<file path="src/rtl/demux_1to2_l2.sv">
// Splits an alternating word stream into two show-ahead lane FIFOs.
// A word that finds its lane full is dropped and sets the sticky overflow flag.
module demux_1to2_l2 #(
    parameter int WIDTH = 8,
    parameter int DEPTH = 4
) (
    input  logic             clk,
    input  logic             reset_L,
    input  logic [WIDTH-1:0] data_in,
    input  logic             valid_in,
    input  logic             pop0,
    input  logic             pop1,
    output logic [WIDTH-1:0] data_out0,
    output logic [WIDTH-1:0] data_out1,
    output logic             valid_out0,
    output logic             valid_out1,
    output logic             full0,
    output logic             full1,
    output logic             overflow
);

    localparam int AW = (DEPTH > 1) ? $clog2(DEPTH) : 1;
    localparam int CW = AW + 1;
    localparam logic [CW-1:0] FULL_CNT = CW'(DEPTH);

    logic             sel;
    logic [WIDTH-1:0] mem     [2][DEPTH];
    logic [AW-1:0]    wr_ptr  [2];
    logic [AW-1:0]    rd_ptr  [2];
    logic [CW-1:0]    count   [2];

    logic [1:0] pop_req;
    logic [1:0] push;
    logic [1:0] pop_ok;
    logic [1:0] wr_ok;
    logic [1:0] lane_full;
    logic [1:0] lane_valid;
    logic       drop;

    assign pop_req = {pop1, pop0};

    always_comb begin
        drop = 1'b0;
        for (int i = 0; i < 2; i++) begin
            lane_valid[i] = (count[i] != '0);
            lane_full[i]  = (count[i] == FULL_CNT);
            push[i]       = valid_in && (sel == 1'(i));
            pop_ok[i]     = pop_req[i] && lane_valid[i];
            // A pop in the same cycle frees the slot, so a full lane still accepts.
            wr_ok[i]      = push[i] && (!lane_full[i] || pop_ok[i]);
            drop          = drop || (push[i] && !wr_ok[i]);
        end
    end

    // NOTE: sequential state uses non-blocking assignments so every register
    // samples the pre-edge values, independent of statement order.
    always_ff @(posedge clk or negedge reset_L) begin
        if (!reset_L) begin
            sel      <= 1'b0;
            overflow <= 1'b0;
            for (int i = 0; i < 2; i++) begin
                wr_ptr[i] <= '0;
                rd_ptr[i] <= '0;
                count[i]  <= '0;
            end
        end else begin
            // Toggle even on a dropped word to keep lane alignment.
            if (valid_in) sel <= ~sel;
            if (drop)     overflow <= 1'b1;
            for (int i = 0; i < 2; i++) begin
                if (wr_ok[i])  wr_ptr[i] <= wr_ptr[i] + 1'b1;
                if (pop_ok[i]) rd_ptr[i] <= rd_ptr[i] + 1'b1;
                if (wr_ok[i] && !pop_ok[i])      count[i] <= count[i] + 1'b1;
                else if (!wr_ok[i] && pop_ok[i]) count[i] <= count[i] - 1'b1;
            end
        end
    end

    // NOTE: storage has no reset; empty lanes mask it to zero at the outputs.
    always_ff @(posedge clk) begin
        for (int i = 0; i < 2; i++) begin
            if (wr_ok[i]) mem[i][wr_ptr[i]] <= data_in;
        end
    end

    assign valid_out0 = lane_valid[0];
    assign valid_out1 = lane_valid[1];
    assign full0      = lane_full[0];
    assign full1      = lane_full[1];
    assign data_out0  = lane_valid[0] ? mem[0][rd_ptr[0]] : '0;
    assign data_out1  = lane_valid[1] ? mem[1][rd_ptr[1]] : '0;

endmodule

</file>
<file path="config.mk">
export PLATFORM = sky130hd
export DESIGN_NAME = demux_1to2_l2
export DESIGN_NICKNAME = d
export VERILOG_FILES = /design/src/rtl/demux_1to2_l2.sv
export SDC_FILE = /design/constraint.sdc
export NUM_CORES = 1
export LEC_CHECK = 0
export ABC_CLOCK_PERIOD_IN_PS = 1900
export CAP_MARGIN = 20
export CORE_ASPECT_RATIO = 1.25
export CORE_MARGIN = 4
export CORE_UTILIZATION = 25
export CTS_BUF_LIST = sky130_fd_sc_hd__clkbuf_4 sky130_fd_sc_hd__clkbuf_8
export CTS_CLUSTER_SIZE = 12
export DETAILED_ROUTE_END_ITERATION = 10
export PLACE_DENSITY = 0.48
export SYNTH_ARGS = -nofsm -noshare
export SYNTH_HDL_FRONTEND = slang
export SYNTH_SLANG_ARGS = --single-unit
export TNS_END_PERCENT = 30
</file>
<file path="constraint.sdc">
create_clock -name clk -period 1.9 [get_ports clk]
set_input_delay 0.475 -clock clk [delete_from_list [all_inputs] [get_ports clk]]
set_output_delay 0.475 -clock clk [all_outputs]
set_load 0.03 [all_outputs]
</file>
==> results.toml <==
[outcome]
status = "complete, but fails checks"
violations = "negative setup slack"

[cts]
ctsHoldBuffers = 0
cts_sinks = 80
cts_tree = "done"
h-tree-depth = 3
clk_pin_slew_ns = 0.09
clock-root-buffer = "clkbuf_8"
cts_buffer_depth = 2
clock_latency_ns = 0.35
cts_made_buffers = 9

[critical_path]
r2r_cells = 8
endpoint_kind = "output port"
crit_path_cell_trace = "buf_12, buf_8, mux4_2, and2_4, buf_6"
cpMaxStageDelayCell = "mux4_2"
critPathMaxFanout = 7
critPathArrivalTime_ns = 1.74
reg2reg_to = "count[5]$_DFFE_PN0P_"
worstPathRequired_ns = 1.42
path_class = "reg2out"
critPathMaxStageDelay_ns = 0.48
ff2ff_setup_slack_ns = -0.11
r2r-start = "count[3]$_DFFE_PN0P_"
crit_path_start_kind = "register"

[cells_and_area]
utilization_pct = 34.0
final_nets = 276
antenna_cells = 0
instances_no_fill = 427
final_cell_area_um2 = 4510
final_cell_mix = "edfxtp_1, buf_4, buf_6, mux4_2"
area_delta_synth_final_pct = 33.0
layout_commonest_cell = "edfxtp_1"
fillers = 1342
drive_gt1_share_pct = 47.3

[sta]
setup_viol = 22
timing.final.max_slew_violations = 0
setup_tns_ns = -4.74
max_freq_mhz = 452
rsz0062_at_grt = "yes"
finalHoldWorstSlack_ns = 0.446
worstMarginPinSlew_ns = 0.431
fin_ws_ns = -0.312
fin_crit_ns = 2.21
fin_skew_ns = 0.00929
post-route-period-util_pct = 116
relSlewSlack_pct = 71.3
hold_violations = 0

[placement]
dp.final_hpwl_mm = 4.35
gp_congestion = 0.673
dpl_worst_slack_ns = -0.518
dpl_cell_area_um2 = 4190
placed_cells = 408
port_buffers = 33

[detailed_routing]
wl_per_cell_um = 15.1
drt-met1-wl_mm = 2.85
num_vias = 1726
drt_iter0_markers = 85
wirelength_mm = 6.44
route.met3.wl_um = 219
routed_via_density = 4.04
top_layer = "met4"
drc = 0
drtPass1Iterations = 4
wl_met2_mm = 3.27
ant_nets = 0

[logic_synthesis]
syn-num-nets = 203
ys_types = 24
yosysWarnings = 0
synth_ff_type = "edfxtp_1"
syn_inst = 178
synth-edff-count = 64
postSynthAreaPerCell_um2 = 19.1
synth_seq_cells = 80
seq_area_frac_synth_pct = 68.4
ys_async_sr_fraction_pct = 20.0
synth.cell_area_um2 = 3390

[power_and_ir_drop]
power.total_mw = 7.46
p_per_area_nw_per_um2 = 1650
p_leak_nw = 1.66
ir_worst_vdd_v = 0.000744

[flow_run]
drv_cap = 0

[global_route]
gr-usage-all-layers_pct = 8.44
grt_overflow_total = 0
grt_pass1_wl_mm = 10.1
grt_antenna_before_repair = 0
grt_max_degree = 17
grt_pass1_vias = 1820

[min_path]
hold_class = "in2async"

[floorplan]
core_area_um2 = 13300
rows = 47
die_area_um2 = 15500
start_util_pct = 25.5
fp.dieH_um = 138
die_w_um = 112
ios = 34
[critical path, delay by kind of cell (launching register included)]
kind / cells / cell delay (ns)
simple gates: 1 / 0.16
flops: 1 / 0.38
mux: 1 / 0.48
buf+inv: 3 / 0.38
[cell usage after synthesis, drive strengths merged, types with 3 or more instances]
cell / count / area [um^2]
inv: 6 / 22.5
mux2: 5 / 63.8
xor2: 5 / 43.8
nor3b: 3 / 33.8
ha: 10 / 125
and2: 24 / 150
xnor2: 8 / 70.1
buf: 4 / 38.8
nor2: 3 / 13.8
dfrtp: 16 / 400
mux4: 16 / 360
edfxtp: 64 / 1920
nand2: 3 / 11.3
[how the worst max path moves through the flow]
stage	from	endpoint	slack (ns)	depth (start not counted)
after floorplan	count[0]$_DFFE_PN0P_	count[2]$_DFFE_PN0P_	-0.06	8
after global placement	pop1	count[1]$_DFFE_PN0P_	-0.46	7
after detailed placement	pop1	count[1]$_DFFE_PN0P_	-0.52	7
after CTS	rd_ptr[2]$_DFFE_PN0P_	data_out0[5]	-0.34	5
after global routing	rd_ptr[2]$_DFFE_PN0P_	data_out0[7]	-0.37	5
final	rd_ptr[2]$_DFFE_PN0P_	data_out0[5]	-0.31	5
[report_power, final]
part	switching, mW	internal, mW
combinational	1.71	2.03
clock	0.679	0.501
sequential	0.240	2.30
[cells by family after synthesis]
family	count (synthesis)	synth area share, %
DFF	80	68.4
and+or+nand+nor	39	8.52
muxes	21	12.5
xor gates and xnor gates	13	3.36
buffers and inverters	12	2.10
adders and majority gates	12	4.87
AOI/OAI and AO/OA	1	0.221
[registers in the layout, summed over array words and instances, names as in the netlist]
name      cells
wr_ptr        4
mem          64
overflow      1
count         6
sel           1
rd_ptr        4
[layer usage]
layer | vias to the layer above | GRT usage, %
met5 | - | 0
met1 | 867 | 11.3
met2 | 38 | 13.7
met4 | 0 | 3.04
li1 | 813 | -
met3 | 8 | 1.57
[timing repair]
action                                  in CTS  in global routing
gates cloned                                 0                  1
pin swaps                                   14                  4
setup buffers                                1                  1
endpoints found under the setup margin      22                 38
gates resized for setup                    119                  5
endpoints found under the hold margin        0                  0
[final cells by class]
cell class	instances	area, um^2	area share, %
Clock buffer	9	124	2.74
Clock inverter	7	57.6	1.28
Inverter	6	22.5	0.499
Multi-Input combinational cell	86	1080	23.8
Sequential cell	80	2330	51.6
Tap cell	171	214	4.74
Timing Repair Buffer	68	692	15.3
Note: power is estimated with default switching activity, not from simulation.
